<file path="src/rtl/logs_pkg.sv">
// Shared definitions for the logs audio blocks.
//   MODE_PWM / MODE_SD : encodings of the output modulator mode bit
//   sum_width(n, g)    : width of a sum of n gains of g bits that can never wrap
package logs_pkg;

    localparam logic MODE_PWM = 1'b0;
    localparam logic MODE_SD  = 1'b1;

    function automatic int unsigned sum_width(input int unsigned n, input int unsigned g);
        return g + $clog2(n + 1);
    endfunction

endpackage

</file>
<file path="src/rtl/logs_sum.sv">
// Combinational sum of NADDENDS unsigned NBITS-wide addends.
// Ports:
//   addends : packed addends, addend i at [i*NBITS +: NBITS]
//   sum_c   : NBITS-wide sum; the caller sizes NBITS so it cannot wrap
module logs_sum #(
    parameter int unsigned NBITS    = 8,
    parameter int unsigned NADDENDS = 2
) (
    input  logic [NADDENDS*NBITS-1:0] addends,
    output logic [NBITS-1:0]          sum_c
);

    // Plain accumulation; synthesis is free to rebalance it into a tree.
    always_comb begin
        sum_c = '0;
        for (int unsigned i = 0; i < NADDENDS; i++) begin
            sum_c = sum_c + addends[i*NBITS +: NBITS];
        end
    end

endmodule

</file>
<file path="src/rtl/logs_pwm_mixer.sv">
// N-line weighted audio mixer with PWM or sigma-delta 1-bit output.
// Ports:
//   clk, reset_n  : clock, asynchronous active-low reset
//   audio_in      : N one-bit audio lines, sampled every clk
//   gain_we/sel/data : per-channel gain write port (sel >= N ignored)
//   mode          : 0 = PWM, 1 = sigma-delta; taken only at period boundary
//   audio_out     : registered 1-bit mixed output
//   period_start  : registered pulse, high while the period counter is 0
//   clip          : registered, high while the registered sum exceeds 2^K-1
module logs_pwm_mixer
    import logs_pkg::*;
#(
    parameter int unsigned N = 4,
    parameter int unsigned G = 4,
    parameter int unsigned K = 5
) (
    input  logic                                clk,
    input  logic                                reset_n,
    input  logic [N-1:0]                        audio_in,
    input  logic                                gain_we,
    input  logic [((N > 1) ? $clog2(N) : 1)-1:0] gain_sel,
    input  logic [G-1:0]                        gain_data,
    input  logic                                mode,
    output logic                                audio_out,
    output logic                                period_start,
    output logic                                clip
);

    localparam int unsigned SW   = sum_width(N, G);
    localparam int unsigned SELW = (N > 1) ? $clog2(N) : 1;
    localparam int unsigned CW   = (SW > K) ? SW : K;

    localparam logic [K-1:0] LVL_MAX  = '1;
    localparam logic [G-1:0] GAIN_RST = '1;

    logic [G-1:0]    gain_q [N];
    logic [G-1:0]    gain_d [N];
    logic [SW-1:0]   sum_r_q, sum_r_d;
    logic            clip_q, clip_d;
    logic [K-1:0]    cnt_q, cnt_d;
    logic            period_start_q, period_start_d;
    logic [K-1:0]    duty_q, duty_d;
    logic            mode_r_q, mode_r_d;
    logic [K-1:0]    acc_q, acc_d;
    logic            audio_out_q, audio_out_d;

    logic [N*SW-1:0] addends;
    logic [SW-1:0]   sum_c;
    logic [K-1:0]    lvl_c;
    logic            boundary_c;
    logic            acc_clr_c;
    logic [K-1:0]    acc_base_c;
    logic [K:0]      sd_sum_c;

    // Gain register file; out-of-range channel indices are dropped.
    always_comb begin
        gain_d = gain_q;
        if (gain_we && (32'(gain_sel) < N)) begin
            gain_d[gain_sel] = gain_data;
        end
    end

    // Each active line contributes its gain, zero-extended to the sum width.
    always_comb begin
        addends = '0;
        for (int unsigned i = 0; i < N; i++) begin
            addends[i*SW +: SW] = audio_in[i] ? SW'(gain_q[i]) : '0;
        end
    end

    logs_sum #(
        .NBITS    (SW),
        .NADDENDS (N)
    ) u_sum (
        .addends (addends),
        .sum_c   (sum_c)
    );

    // Stage 1 register inputs and the saturated level seen by the modulator.
    always_comb begin
        sum_r_d = sum_c;
        clip_d  = CW'(sum_c) > CW'(LVL_MAX);
        lvl_c   = (CW'(sum_r_q) > CW'(LVL_MAX)) ? LVL_MAX : K'(sum_r_q);
    end

    // Period counter, boundary latching and output modulator.
    always_comb begin
        cnt_d          = cnt_q + K'(1);
        boundary_c     = (cnt_q == LVL_MAX);
        period_start_d = (cnt_d == '0);
        duty_d         = duty_q;
        mode_r_d       = mode_r_q;
        acc_clr_c      = 1'b0;
        if (boundary_c) begin
            duty_d    = lvl_c;
            mode_r_d  = mode;
            acc_clr_c = (mode != mode_r_q);
        end
        // A mode change at the boundary starts the new period from a clean accumulator.
        acc_base_c = acc_clr_c ? '0 : acc_q;
        sd_sum_c   = {1'b0, acc_base_c} + {1'b0, lvl_c};
        // Output is computed for the next cycle's counter/duty/mode so that
        // PWM is high exactly while counter < duty.
        if (mode_r_d == MODE_SD) begin
            acc_d       = sd_sum_c[K-1:0];
            audio_out_d = sd_sum_c[K];
        end else begin
            acc_d       = acc_base_c;
            audio_out_d = (cnt_d < duty_d);
        end
    end

    always_ff @(posedge clk or negedge reset_n) begin
        if (!reset_n) begin
            for (int unsigned i = 0; i < N; i++) begin
                gain_q[i] <= GAIN_RST;
            end
            sum_r_q        <= '0;
            clip_q         <= 1'b0;
            cnt_q          <= '0;
            period_start_q <= 1'b0;
            duty_q         <= '0;
            mode_r_q       <= MODE_PWM;
            acc_q          <= '0;
            audio_out_q    <= 1'b0;
        end else begin
            gain_q         <= gain_d;
            sum_r_q        <= sum_r_d;
            clip_q         <= clip_d;
            cnt_q          <= cnt_d;
            period_start_q <= period_start_d;
            duty_q         <= duty_d;
            mode_r_q       <= mode_r_d;
            acc_q          <= acc_d;
            audio_out_q    <= audio_out_d;
        end
    end

    assign audio_out    = audio_out_q;
    assign period_start = period_start_q;
    assign clip         = clip_q;

endmodule

</file>
<file path="config.mk">
export PLATFORM = sky130hd
export DESIGN_NAME = logs_pwm_mixer
export DESIGN_NICKNAME = d
export VERILOG_FILES = /design/src/rtl/logs_pkg.sv /design/src/rtl/logs_sum.sv /design/src/rtl/logs_pwm_mixer.sv
export SDC_FILE = /design/constraint.sdc
export NUM_CORES = 1
export LEC_CHECK = 0
export ABC_AREA = 1
export CAP_MARGIN = 30
export CORE_MARGIN = 1.5
export CORE_UTILIZATION = 58
export DETAILED_ROUTE_END_ITERATION = 16
export PLACE_DENSITY = 0.79
export RECOVER_POWER = 25
export SLEW_MARGIN = 5
export SYNTH_ARGS = -nofsm -noshare
export SYNTH_HDL_FRONTEND = slang
export SYNTH_SLANG_ARGS = --single-unit
</file>
<file path="constraint.sdc">
create_clock -name clk -period 3.4 [get_ports clk]
set_input_delay 0.68 -clock clk [delete_from_list [all_inputs] [get_ports clk]]
set_output_delay 0.68 -clock clk [all_outputs]
set_load 0.01 [all_outputs]
</file>
==> flow_summary.toml <==
[floorplan]
start_util_pct = 59.70
die-area_um2 = 4480
rows = 23
dieWidth_um = 66.94
io_pins = 17
core_area_um2 = 3971
die_h_um = 66.94

[clocking]
htree_levels = 2
post_cts.repair.setup_buffers = 0
clk_path_buf_depth = 2
clk_pin_slew_ps = 80
cts.sinks = 41
root_buffer = "clkbuf_8"
cts.repair.resized = 0
worstSkewPairLatency_ps = 300
cts_tree = "built"
cts_buffers = 5
ctsHoldBuffers = 0

[timing]
max_slew_margin_pct = -40.71
worst_pin_slew_ps = 2111
rsz0062_at_grt = "no"
finalHoldViolCount = 0
min_period_ps = 3155
worst_slack_ps = 244.8
max_freq_mhz = 316.9
setup-tns-final_ps = 0
skew_ps = 6.728
fin_crit_sh_pct = 92.80
setup-violations-final = 0
drv_slew = 42

[global_routing]
grt_remaining_overflow = 0
grt_max_degree = 42
grtUsageTotal_pct = 21.96
grt_pass1_vias = 1705
antenna_found_initial = 0
grt_pass1_wl_um = 7265

[placed_design]
place_congestion = 0.7739
hpwl_um = 3092
dp_slack_ps = -61.91
dpl_cell_area_um2 = 2585
port_buffers = 16

[route]
vias = 1695
dr_wl_met3_um = 114
final_antenna_net_count = 0
met1_length_um = 1936
drc_errors = 0
vias_per_cell = 4.885
routed.top_layer = "met4"
drtIter0Drc = 94
wire_per_inst_um = 11.59
dr.pass1.iters = 4
met2_length_um = 1904
wl_um = 4020

[cells_and_area]
mostFrequentLayoutCells = "nand2_1 (67), inv_1 (57), dfrtp_1 (25), ha_1 (20), o21ai_0 (18)"
n_fill_cell = 325
nNetsFinal = 337
layout_commonest_cell = "nand2_1"
antenna_cells = 0
final_area_um2 = 2671
area_growth_pct = 12.66
seq_area_um2 = 1046
multi_input_area_um2 = 1091
drive_above_1_share_pct = 11.45
final_core_util_pct = 67.27

[setup_path]
critPathMaxFanout = 4
crit_type = "input pin to flip-flop"
required_ps = 3580
critical_path_arrival_ps = 3340
crit_path_end_kind = "flip-flop"
startpoint_type = "input pin"

[outcome]
status = "finished, violations left"
violations = "capacitance limit, slew limit"

[pwr]
leakagePower_nw = 1.451
ir_drop_mv = 0.2721
cellPowerDensity_nw_per_um2 = 628.1

[synthesis]
synth_cell_types = 23
synth_area_um2 = 2371
yosys_warnings = 0
syn_inst = 272
synth_seq_cells = 41
avgSynthCellArea_um2 = 8.717
synth_nets = 313
yosysSeqAreaShare_pct = 44.12

[flow_run]
cap_violations = 1

[min_path]
hold_path_class = "flip-flop to flip-flop"
-- synthesized netlist by cell type --
library cell,number,area share [%]
and2_1,1,0.26
fa_1,7,5.9
nand2_1,67,11
nor2_1,12,1.9
dfrtp_1,25,26
o21bai_4,1,0.79
nand2_2,2,0.53
nand3b_1,3,0.95
o21ai_2,4,1.5
inv_1,57,9.0
o21ai_1,3,0.63
ha_1,20,11
a21o_1,1,0.32
inv_6,1,0.37
dfstp_2,16,18
or2_2,2,0.53
nand3_1,16,3.4
a21oi_1,7,1.5
xnor2_1,3,1.1
xor2_1,4,1.5
buf_6,1,0.47
o21bai_1,1,0.32
o21ai_0,18,3.8
-- sequential cells by signal, summed over array words and instances, names as in the netlist --
signal and count:
audio_out 1, gain_q 16, cnt_q 5, acc_q 5
duty_q 5, clip 1, sum_r_q 6, mode_r_q 1
period_start 1
-- power breakdown --
part / internal (W) / total [W] / leakage [nW] / switching [W]
registers: 0.000632 / 0.000676 / 0.478 / 0.0000446
logic: 0.000306 / 0.000690 / 0.931 / 0.000385
clock network: 0.000146 / 0.000312 / 0.0428 / 0.000166
total: 0.00108 / 0.00168 / 1.45 / 0.000595
-- through the flow --
step / hold slack, ps / total power [W] / cells
floorplan: 384.4 / 0.001207 / 272
global placement: 466.7 / 0.001343 / 338
detailed placement: 467.6 / 0.001375 / 338
CTS: 488.2 / 0.001693 / 346
global route: 509.0 / 0.001836 / 347
finish: 486.3 / 0.001678 / 347
-- cells by family after synthesis --
family | Yosys count | share of synthesized area, %
flip-flops | 41 | 44.12
buffers and inverters | 59 | 9.868
adder cells (fa/ha/maj) | 27 | 16.46
XOR/XNOR | 7 | 2.586
AND/OR/NAND/NOR | 103 | 18.15
AO/OA/AOI/OAI | 35 | 8.813
-- path summary, 6_finish.rpt --
| kind | startpoint | end | slack (ps) | depth (start not counted) |
|---|---|---|---|---|
| max in group asynchronous | reset_n | duty_q[1] | 1110 | 2 |
| max | audio_in[0] | sum_r_q[3] | 240 | 10 |
| min | duty_q[1] | duty_q[1] | 490 | 2 |
| min reg2reg | duty_q[1] | duty_q[1] | 490 | 2 |
| max reg2reg | cnt_q[0] | acc_q[4] | 660 | 15 |
| min in group asynchronous | reset_n | clip | 1080 | 2 |
-- worst max-delay path, cell delays in order --
cell,delay (ps)
clkdlybuf4s50_1,460
nand2_1,90
inv_1,40
ha_1,210
fa_1,410
xor2_1,200
fa_1,570
inv_1,60
fa_1,470
xnor2_1,150
-- final cells by class --
class | instances | share of cell area (%)
Clock buffer | 7 | 2.857
Clock inverter | 1 | 0.2342
Inverter | 58 | 8.337
Multi-Input combinational cell | 172 | 40.84
Sequential cell | 41 | 39.16
Tap cell | 50 | 2.342
Timing Repair Buffer | 18 | 6.230
-- metal layers --
metal  GRT usage, %  up-vias
li1               -      884
met1          27.75      787
met2          35.88       18
met3          5.574        6
met4          8.929        0
met5              0        -
(Power assumes the default switching activity.)
